File: src/rtl/cache_fill_controller.sv
// Read/fill side of the SuperFX 512-byte instruction cache.
// Serves fetches from cache RAM on a hit. On a miss it fetches the whole
// 16-byte block from the bus, then emits a set/selector strobe so the owner
// of the dirty bits can mark the block valid. Fetches outside the window go
// straight to the bus as single-byte reads.
module cache_fill_controller #(
  parameter int BLOCKS      = 32,
  parameter int BLOCK_BYTES = 16
) (
  input  logic              clk,
  input  logic              clr,
  input  logic              req,
  input  logic [15:0]       pc,
  input  logic [15:0]       cbr,
  input  logic              flush,
  input  logic [BLOCKS-1:0] dirty_bits,
  output logic              set,
  output logic [BLOCKS-1:0] selector,
  output logic              rdy,
  output logic [7:0]        data,
  output logic              bus_req,
  output logic [15:0]       bus_addr,
  input  logic              bus_ack,
  input  logic [7:0]        bus_data
);

  localparam int BLK_W = $clog2(BLOCKS);
  localparam int OFF_W = BLK_W + 4;
  localparam int WORDS = BLOCKS * BLOCK_BYTES;

  typedef enum logic [2:0] {
    S_IDLE, S_HIT, S_FILL, S_MARK, S_SERVE, S_BYPASS
  } state_t;

  state_t            r_state, w_state;
  logic [3:0]        r_cnt, w_cnt;
  logic              r_abort, w_abort;
  logic [15:4]       r_pc, w_pc;        // block-aligned address of the request
  logic [OFF_W-1:0]  r_off, w_off_q;    // offset of the request inside the window
  logic              r_set, w_set;
  logic [BLOCKS-1:0] r_selector, w_selector;
  logic              r_rdy, w_rdy;
  logic [7:0]        r_data, w_data;
  logic              r_bus_req, w_bus_req;
  logic [15:0]       r_bus_addr, w_bus_addr;
  logic              w_ram_we;

  logic [7:0]        r_ram [WORDS];

  logic [15:0]       w_off;
  logic              w_in_win;
  logic [BLK_W-1:0]  w_blk;

  // Window decode on the live pc; pc below cbr wraps to a large offset.
  assign w_off    = pc - cbr;
  assign w_in_win = (w_off < 16'(WORDS));
  assign w_blk    = w_off[OFF_W-1:4];

  assign set      = r_set;
  assign selector = r_selector;
  assign rdy      = r_rdy;
  assign data     = r_data;
  assign bus_req  = r_bus_req;
  assign bus_addr = r_bus_addr;

  // Next-state and next-output decode for every registered value.
  always_comb begin
    // NOTE: every target gets a default first so no path leaves it unassigned
    // and infers a latch.
    w_state    = r_state;
    w_cnt      = r_cnt;
    w_abort    = r_abort;
    w_pc       = r_pc;
    w_off_q    = r_off;
    w_set      = 1'b0;
    w_selector = '0;
    w_rdy      = 1'b0;
    w_data     = r_data;
    w_bus_req  = r_bus_req;
    w_bus_addr = r_bus_addr;
    w_ram_we   = 1'b0;
    case (r_state)
      S_IDLE: begin
        if (req) begin
          w_pc    = pc[15:4];
          w_off_q = w_off[OFF_W-1:0];
          if (!w_in_win) begin
            w_state    = S_BYPASS;
            w_bus_req  = 1'b1;
            w_bus_addr = pc;
          end else if (dirty_bits[w_blk]) begin
            w_state = S_HIT;
          end else begin
            // cbr is 16-byte aligned, so cbr + {blk,4'h0} is pc with byte zeroed.
            w_state    = S_FILL;
            w_cnt      = 4'd0;
            w_abort    = 1'b0;
            w_bus_req  = 1'b1;
            w_bus_addr = {pc[15:4], 4'h0};
          end
        end
      end
      S_HIT: begin
        w_rdy   = 1'b1;
        w_data  = r_ram[r_off];
        w_state = S_IDLE;
      end
      S_FILL: begin
        if (flush) w_abort = 1'b1;
        if (bus_ack) begin
          w_ram_we   = 1'b1;
          w_cnt      = r_cnt + 4'd1;
          w_bus_addr = {r_pc, r_cnt + 4'd1};
          if (r_cnt == 4'd15) begin
            w_bus_req = 1'b0;
            w_state   = S_MARK;
          end
        end
      end
      S_MARK: begin
        // A flush in this very cycle must also suppress the strobe.
        w_abort = r_abort | flush;
        if (!(r_abort || flush)) begin
          w_set      = 1'b1;
          w_selector = {{(BLOCKS-1){1'b0}}, 1'b1} << r_off[OFF_W-1:4];
        end
        w_state = S_SERVE;
      end
      S_SERVE: begin
        w_rdy   = 1'b1;
        w_data  = r_ram[r_off];
        w_state = S_IDLE;
      end
      S_BYPASS: begin
        if (bus_ack) begin
          w_data    = bus_data;
          w_rdy     = 1'b1;
          w_bus_req = 1'b0;
          w_state   = S_IDLE;
        end
      end
      default: w_state = S_IDLE;
    endcase
  end

  // State register and registered outputs.
  always_ff @(posedge clk or posedge clr) begin
    if (clr) begin
      r_state    <= S_IDLE;
      r_cnt      <= 4'd0;
      r_abort    <= 1'b0;
      r_pc       <= '0;
      r_off      <= '0;
      r_set      <= 1'b0;
      r_selector <= '0;
      r_rdy      <= 1'b0;
      r_data     <= 8'h00;
      r_bus_req  <= 1'b0;
      r_bus_addr <= 16'h0000;
    end else begin
      // NOTE: non-blocking assignments so every register samples pre-edge values.
      r_state    <= w_state;
      r_cnt      <= w_cnt;
      r_abort    <= w_abort;
      r_pc       <= w_pc;
      r_off      <= w_off_q;
      r_set      <= w_set;
      r_selector <= w_selector;
      r_rdy      <= w_rdy;
      r_data     <= w_data;
      r_bus_req  <= w_bus_req;
      r_bus_addr <= w_bus_addr;
    end
  end

  // Cache RAM write port, filled in byte order during a miss.
  always_ff @(posedge clk) begin
    // NOTE: the RAM has no reset; validity lives entirely in the dirty bits.
    if (w_ram_we) r_ram[{r_off[OFF_W-1:4], r_cnt}] <= bus_data;
  end

endmodule

File: config.mk
export PLATFORM = sky130hd
export DESIGN_NAME = cache_fill_controller
export DESIGN_NICKNAME = d
export VERILOG_FILES = /design/src/rtl/cache_fill_controller.sv
export SDC_FILE = /design/constraint.sdc
export NUM_CORES = 2
export LEC_CHECK = 0
export ABC_CLOCK_PERIOD_IN_PS = 5800
export CAP_MARGIN = 0
export CORE_MARGIN = 1.5
export CORE_UTILIZATION = 60
export DETAILED_ROUTE_END_ITERATION = 10
export DONT_BUFFER_PORTS = 1
export HOLD_SLACK_MARGIN = 0.02
export PLACE_DENSITY = 0.76
export SLEW_MARGIN = 20
export SYNTH_ARGS = -nofsm -noshare
export SYNTH_HDL_FRONTEND = slang
export SYNTH_SLANG_ARGS = --single-unit
File: constraint.sdc
create_clock -name clk -period 5.8 [get_ports clk]
set_input_delay 0.58 -clock clk [delete_from_list [all_inputs] [get_ports clk]]
set_output_delay 0.58 -clock clk [all_outputs]
set_load 0.05 [all_outputs]
== Word level (Yosys, flattened, before mapping) ==
Memory sizes are Yosys's and may differ from the RTL's.
Index checks and enable logic that the tools add are counted.
Cells by class
  $add $sub $neg: 2
  multiply operators: 0
  divide/modulo/power cells: 0
  order comparisons: 2
  eq/ne operators: 14
  shift-type cells: 1
  mux-type cells: 42
  bitwise gates (word level): 1
  reductions and logical operators: 14
Operators by type and width (count)
  two-way mux 16 bit: 4
  two-way mux 32 bit: 2
  case mux 16 bit (2 select lines): 1
  left shift 1 x 5 -> 32 bit, first input constant: 1
  two-way mux 1 bit: 17
  < comparator 16 x 10 -> 1 bit, second input constant: 1
  two-way mux 4 bit: 4
  case mux 8 bit (2 select lines): 1
  subtractor 16 bit: 1
  two-way mux 3 bit: 5
  inequality test 2 bit, second input constant: 7
  case mux 3 bit (4 select lines): 1
  AND reduction 5 bit: 2
  two-way mux 8 bit: 1
  case mux 4 bit (2 select lines): 1
  AND reduction 4 bit: 2
  == test 3 x 2 -> 1 bit, second input constant: 2
  == test 3 bit, second input constant: 2
  < comparator 5 x 6 -> 1 bit, second input constant: 1
  case mux 1 bit (3 select lines): 2
  AND reduction 6 bit: 1
  nonzero test 3 bit: 2
  binary-select mux 1 bit (select 5 bit): 1
  adder 4 x 1 -> 4 bit, second input constant: 1
  other kinds (11): 13
Storage, ports and cells
  bits in registers: 88
  latch bits: 0
  memory bits (writable): 4096
  ROM bits: 0
  bits of input ports: 77
  output and inout bits: 59
  word-level logic and storage cells: 88
  memories: 1
Memories
  r_ram: words 512, bits a word 8, read ports 1, clocked after memory_dff 0, write ports 1, RTL line 48  | logic [7:0] r_ram [WORDS];

== Depth between registers and ports, before layout ==
  depth in word-level cells: 7
  depth in mapped cells: 15
  gate-level depth less buffers: 14

== Worst setup path before layout ==
Ideal clock, no wire load.
  path type: input port to flip-flop
  start point: input port pc[0]
  end point: register r_bus_addr[0], in the netlist bus_addr[0]
  library setup time: 0.125 ns
  data arrival time: 3.720 ns
  data required time: 5.675 ns
  slack: 1.955 ns
  stages: 15
  path buffers: 2
  path through: inv_1 -> ha_1 -> inv_1 -> fa_1 -> a211oi_2 -> nor2_2 -> xor2_2 -> buf_6 -> mux2i_1 -> mux2_2 -> mux4_2 -> mux2i_4 -> a31oi_4 -> buf_6 -> mux2_4
Between the ends
  longest elaborated chain between the ends: 5
  elaborated cells on any way between the ends: 9
  classes of those cells: add/sub (1); order compare (1); eq/ne (1); mux (5); reduce/logical (1)
RTL lines
  from (decl): RTL line 13  | input logic [15:0] pc,
  subtractor 16 bit: RTL line 55  | assign w_off = pc - cbr;
  < comparator 16 x 10 -> 1 bit or binary-select mux 1 bit (select 5 bit) (tied branches): RTL line 56, 91
  two-way mux 16 bit or two-way mux 1 bit (tied branches): RTL line 87, 91
  two-way mux 16 bit or inequality test 3 bit (tied branches)
  case mux 16 bit (2 select lines) or AND reduction 4 bit (tied branches)
  to (signal assigned): RTL line 172  | r_bus_addr <= w_bus_addr;
  to (decl): RTL line 45  | logic [15:0] r_bus_addr, w_bus_addr;
Several ways; a longest one is shown, not always the timed one. The select of a mux whose other input is x is not followed.
A chain may end at the register's enable or synchronous reset.

== Final worst setup path ==
  start point: register r_off[0]
  end point: register r_data[5], in the netlist data[5]
Between the ends
  longest elaborated chain between the ends: 2
RTL lines
  from (decl): RTL line 39  | logic [OFF_W-1:0] r_off, w_off_q;
  from (signal assigned): RTL line 166  | r_off <= w_off_q;
  memory (512 x 8 bit)
  case mux 8 bit (2 select lines): RTL line 82  | case (r_state)
  to (signal assigned): RTL line 170  | r_data <= w_data;
  to (decl): RTL line 43  | logic [7:0] r_data, w_data;
No other way between the ends.

==> flow_summary.yaml <==
status:
  status: "finished with violations"
  violations: "slew limit"
timing:
  clock_skew_ns: 0.08780
  setup_violations: 0
  fin_crit_ns: 4.716
  hold_violations: 0
  max_slew_margin: -0.1822
  tightestPinTransition_ns: 1.773
  setup-tns-final_ns: 0
  clock.fmax_mhz: 212.0
  drv_slew: 155
  period_share: 0.8132
  rsz0062_at_grt: "false"
  setup_ws_ns: 1.084
pwr:
  power_mw: 83.95
  powerDensity_nw_per_um2: 462.8
  p_leak_nw: 55.86
  ir_drop_v: 0.0003207
floorplan:
  rows: 191
  core_area_um2: 270500
  die_area_um2: 274800
  die_h_um: 524.3
  initial_utilization: 0.6026
  io_pins: 136
  die_w_um: 524.3
finish:
  nNetsFinal: 7501
  fill_cells: 15982
  drive_gt1_frac: 0.2751
  area_growth_pct: 11.28
  multi_input_area_um2: 35810
  seqCellArea_um2: 125200
critical_path:
  crit_path_start_kind: "flip-flop"
  worstSetupPathType: "flip-flop to flip-flop"
  endpoint_kind: "flip-flop"
  critPathMaxStageDelay_ns: 0.96
  path_common_cell: "mux4_2"
  cp_slowest_cell: "dfrtp_4"
  cp.required_ns: 6.62
  r2r_slack_ns: 1.08
  worstPathMaxFanout: 29
  crit_arrival_ns: 5.54
  path_cells: "buf_12, buf_4, mux4_2, mux4_2, mux2i_1, o22ai_1, a22o_1, nor4b_1, a211oi_1"
logic_synthesis:
  yosysTopAreaCellShare: 0.7545
  ys_seq_area_frac: 0.7680
  synth_top_family_by_area: "multiplexers"
  synth_xor_area_frac: 0.0005756
  synth_edf_count: 4096
  syn_inst: 7223
  ys_ff_latch: 4184
  ys_types: 75
  synth_nets: 7320
  synth-compound-area-share: 0.007821
  ys_top_cells_by_count: "edfxtp_1 (4,096), mux4_2 (1,269), nor2_1 (597), clkbuf_1 (189), nand2_1 (161)"
  synth-main-ff-cell: "edfxtp_1"
  synthesis.area_um2: 163000
  ys_top_cells_by_area: "edfxtp_1 (75%), mux4_2 (18%), nor2_1 (1.4%)"
  async_reset_ff_frac: 0.02103
  synthMuxAreaShare: 0.1837
  yosys.area_share.simple: 0.02476
  syn_avg_cell_area_um2: 22.57
  yosysWarnings: 0
  synth-adder-area-share: 0.001581
  yosysMostFrequentCell: "edfxtp_1"
  yosysTopAreaCell: "edfxtp_1"
place:
  globalplace.congestion: 0.9549
  place_ws_ns: 1.300
  hpwl_um: 233800
  port-buffer-count: 0
global_routing:
  grt_max_degree: 514
  grt_overflow: 0
  antenna_found_initial: 22
  grt_pass1_wl_um: 605400
  grt_pass1_vias: 80140
  grt_util_all_layers: 0.3152
clock_tree:
  cts_tree: "done"
  clk_pin_slew_ns: 0.06
  numCtsBuffers: 402
  cts_sinks: 4184
  cts_max_level: 5
  clkLatencyLatePin_ns: 0.96
  cts-root-buf: "clkbuf_16"
  clk_path_buf_depth: 4
  post_cts_buffers: 0
routing:
  drc: 0
  vias_per_cell: 7.133
  drtIter0Drc: 13765
  drt-wirelength-per-cell_um: 38.02
  wl_um: 430800
  dr.pass1.iters: 6
  num_vias: 80814
  detail-route-antenna-nets: 0
run:
  drv_cap: 0
hold_path:
  min_path_type: "input pin to flip-flop"
[logic make-up (layout without fill, tap and decap cells)]
family / Yosys count / count (layout)
other: 0 / 13
multiplexers: 1396 / 1396
AND/OR/NAND/NOR: 961 / 961
AO/OA/AOI/OAI: 185 / 185
adder cells (fa/ha/maj): 20 / 20
flip-flops: 4184 / 4184
buffers and inverters: 468 / 992
XOR/XNOR: 9 / 9
[repair_timing]
action / in CTS / in global routing
hold buffers: 34 / 2
resized for setup: 0 / 0
hold endpoints to repair: 767 / 219
[area by class of cell]
type                            count  area share
Tap cell                         3570     0.02462
Inverter                           28   0.0006483
Multi-Input combinational cell   2571      0.1974
Sequential cell                  4184      0.6903
Clock inverter                    232     0.01373
Clock buffer                      515     0.05904
Antenna cell                       13   0.0001793
Timing Repair Buffer              217     0.01410
[metrics by stage]
stage	std cells	util	hold slack [ns]	cell area [um^2]
after floorplan	7223	-	0.4655	163000
after global routing	11319	0.6705	0.05252	181400
after CTS	11308	0.6695	0.02205	181100
final	11330	0.6706	0.08718	181400
after detailed placement	10527	0.6191	0.4929	167500
after global placement	10527	0.6190	0.4884	167500
[placed cells by master (no fill, tap or decap), types with 15 or more instances in the layout]
cell	count
bufinv_16	41
clkbuf_16	407
clkinv_1	76
mux2_2	35
clkinv_2	72
nand3_1	62
nor3_1	34
buf_12	48
nand4_1	24
o21ai_0	37
clkbuf_1	96
mux2i_1	81
mux4_2	1269
ha_1	19
a21oi_1	34
dfrtp_1	82
nor2b_1	15
dlygate4sd3_1	27
nand2_1	144
nand2_4	17
edfxtp_1	4096
inv_1	26
buf_4	129
a31oi_1	17
nor2_1	594
[worst paths after layout]
path	startpoint	to	cells after the start
min in group asynchronous	clr	selector[5]	2
worst min-delay path	pc[1]	r_off[1]	2
worst min register to register	r_pc[14]	r_pc[14]	1
max in group asynchronous	clr	r_off[0]	3
worst max-delay path	r_off[0]	data[5]	9
worst max register to register	r_off[0]	data[5]	9
[per-layer routing]
metal / routed length [um] / global-route usage / vias to the layer above
met5: 76 / 0 / -
met4: 22140 / 0.1400 / 12
met3: 59250 / 0.09384 / 1011
met2: 198200 / 0.4703 / 6505
met1: 151200 / 0.4385 / 42544
li1: - / - / 30742
[state kept, by name, summed over array words and instances, names as in the netlist, 3 cells and up]
name / count
data: 8
r_pc: 12
r_off: 9
r_ram: 4096
bus_addr: 16
r_state: 3
selector: 32
r_cnt: 4
[power breakdown]
part / internal, mW / switching [mW] / total (mW)
Sequential: 33.4 / 0.995 / 34.4
Combinational: 10.2 / 12.9 / 23.1
Clock: 15.0 / 11.5 / 26.5
Total: 58.5 / 25.5 / 83.9
[worst max-delay path: cells and delay by family, from the launching register on]
family | cells | cell delay (ns)
compound gates | 3 | 0.96
buf+inv | 2 | 0.62
flops | 1 | 0.96
mux | 3 | 1.65
simple gates | 1 | 0.32
Note: power is estimated with default switching activity, not from simulation.
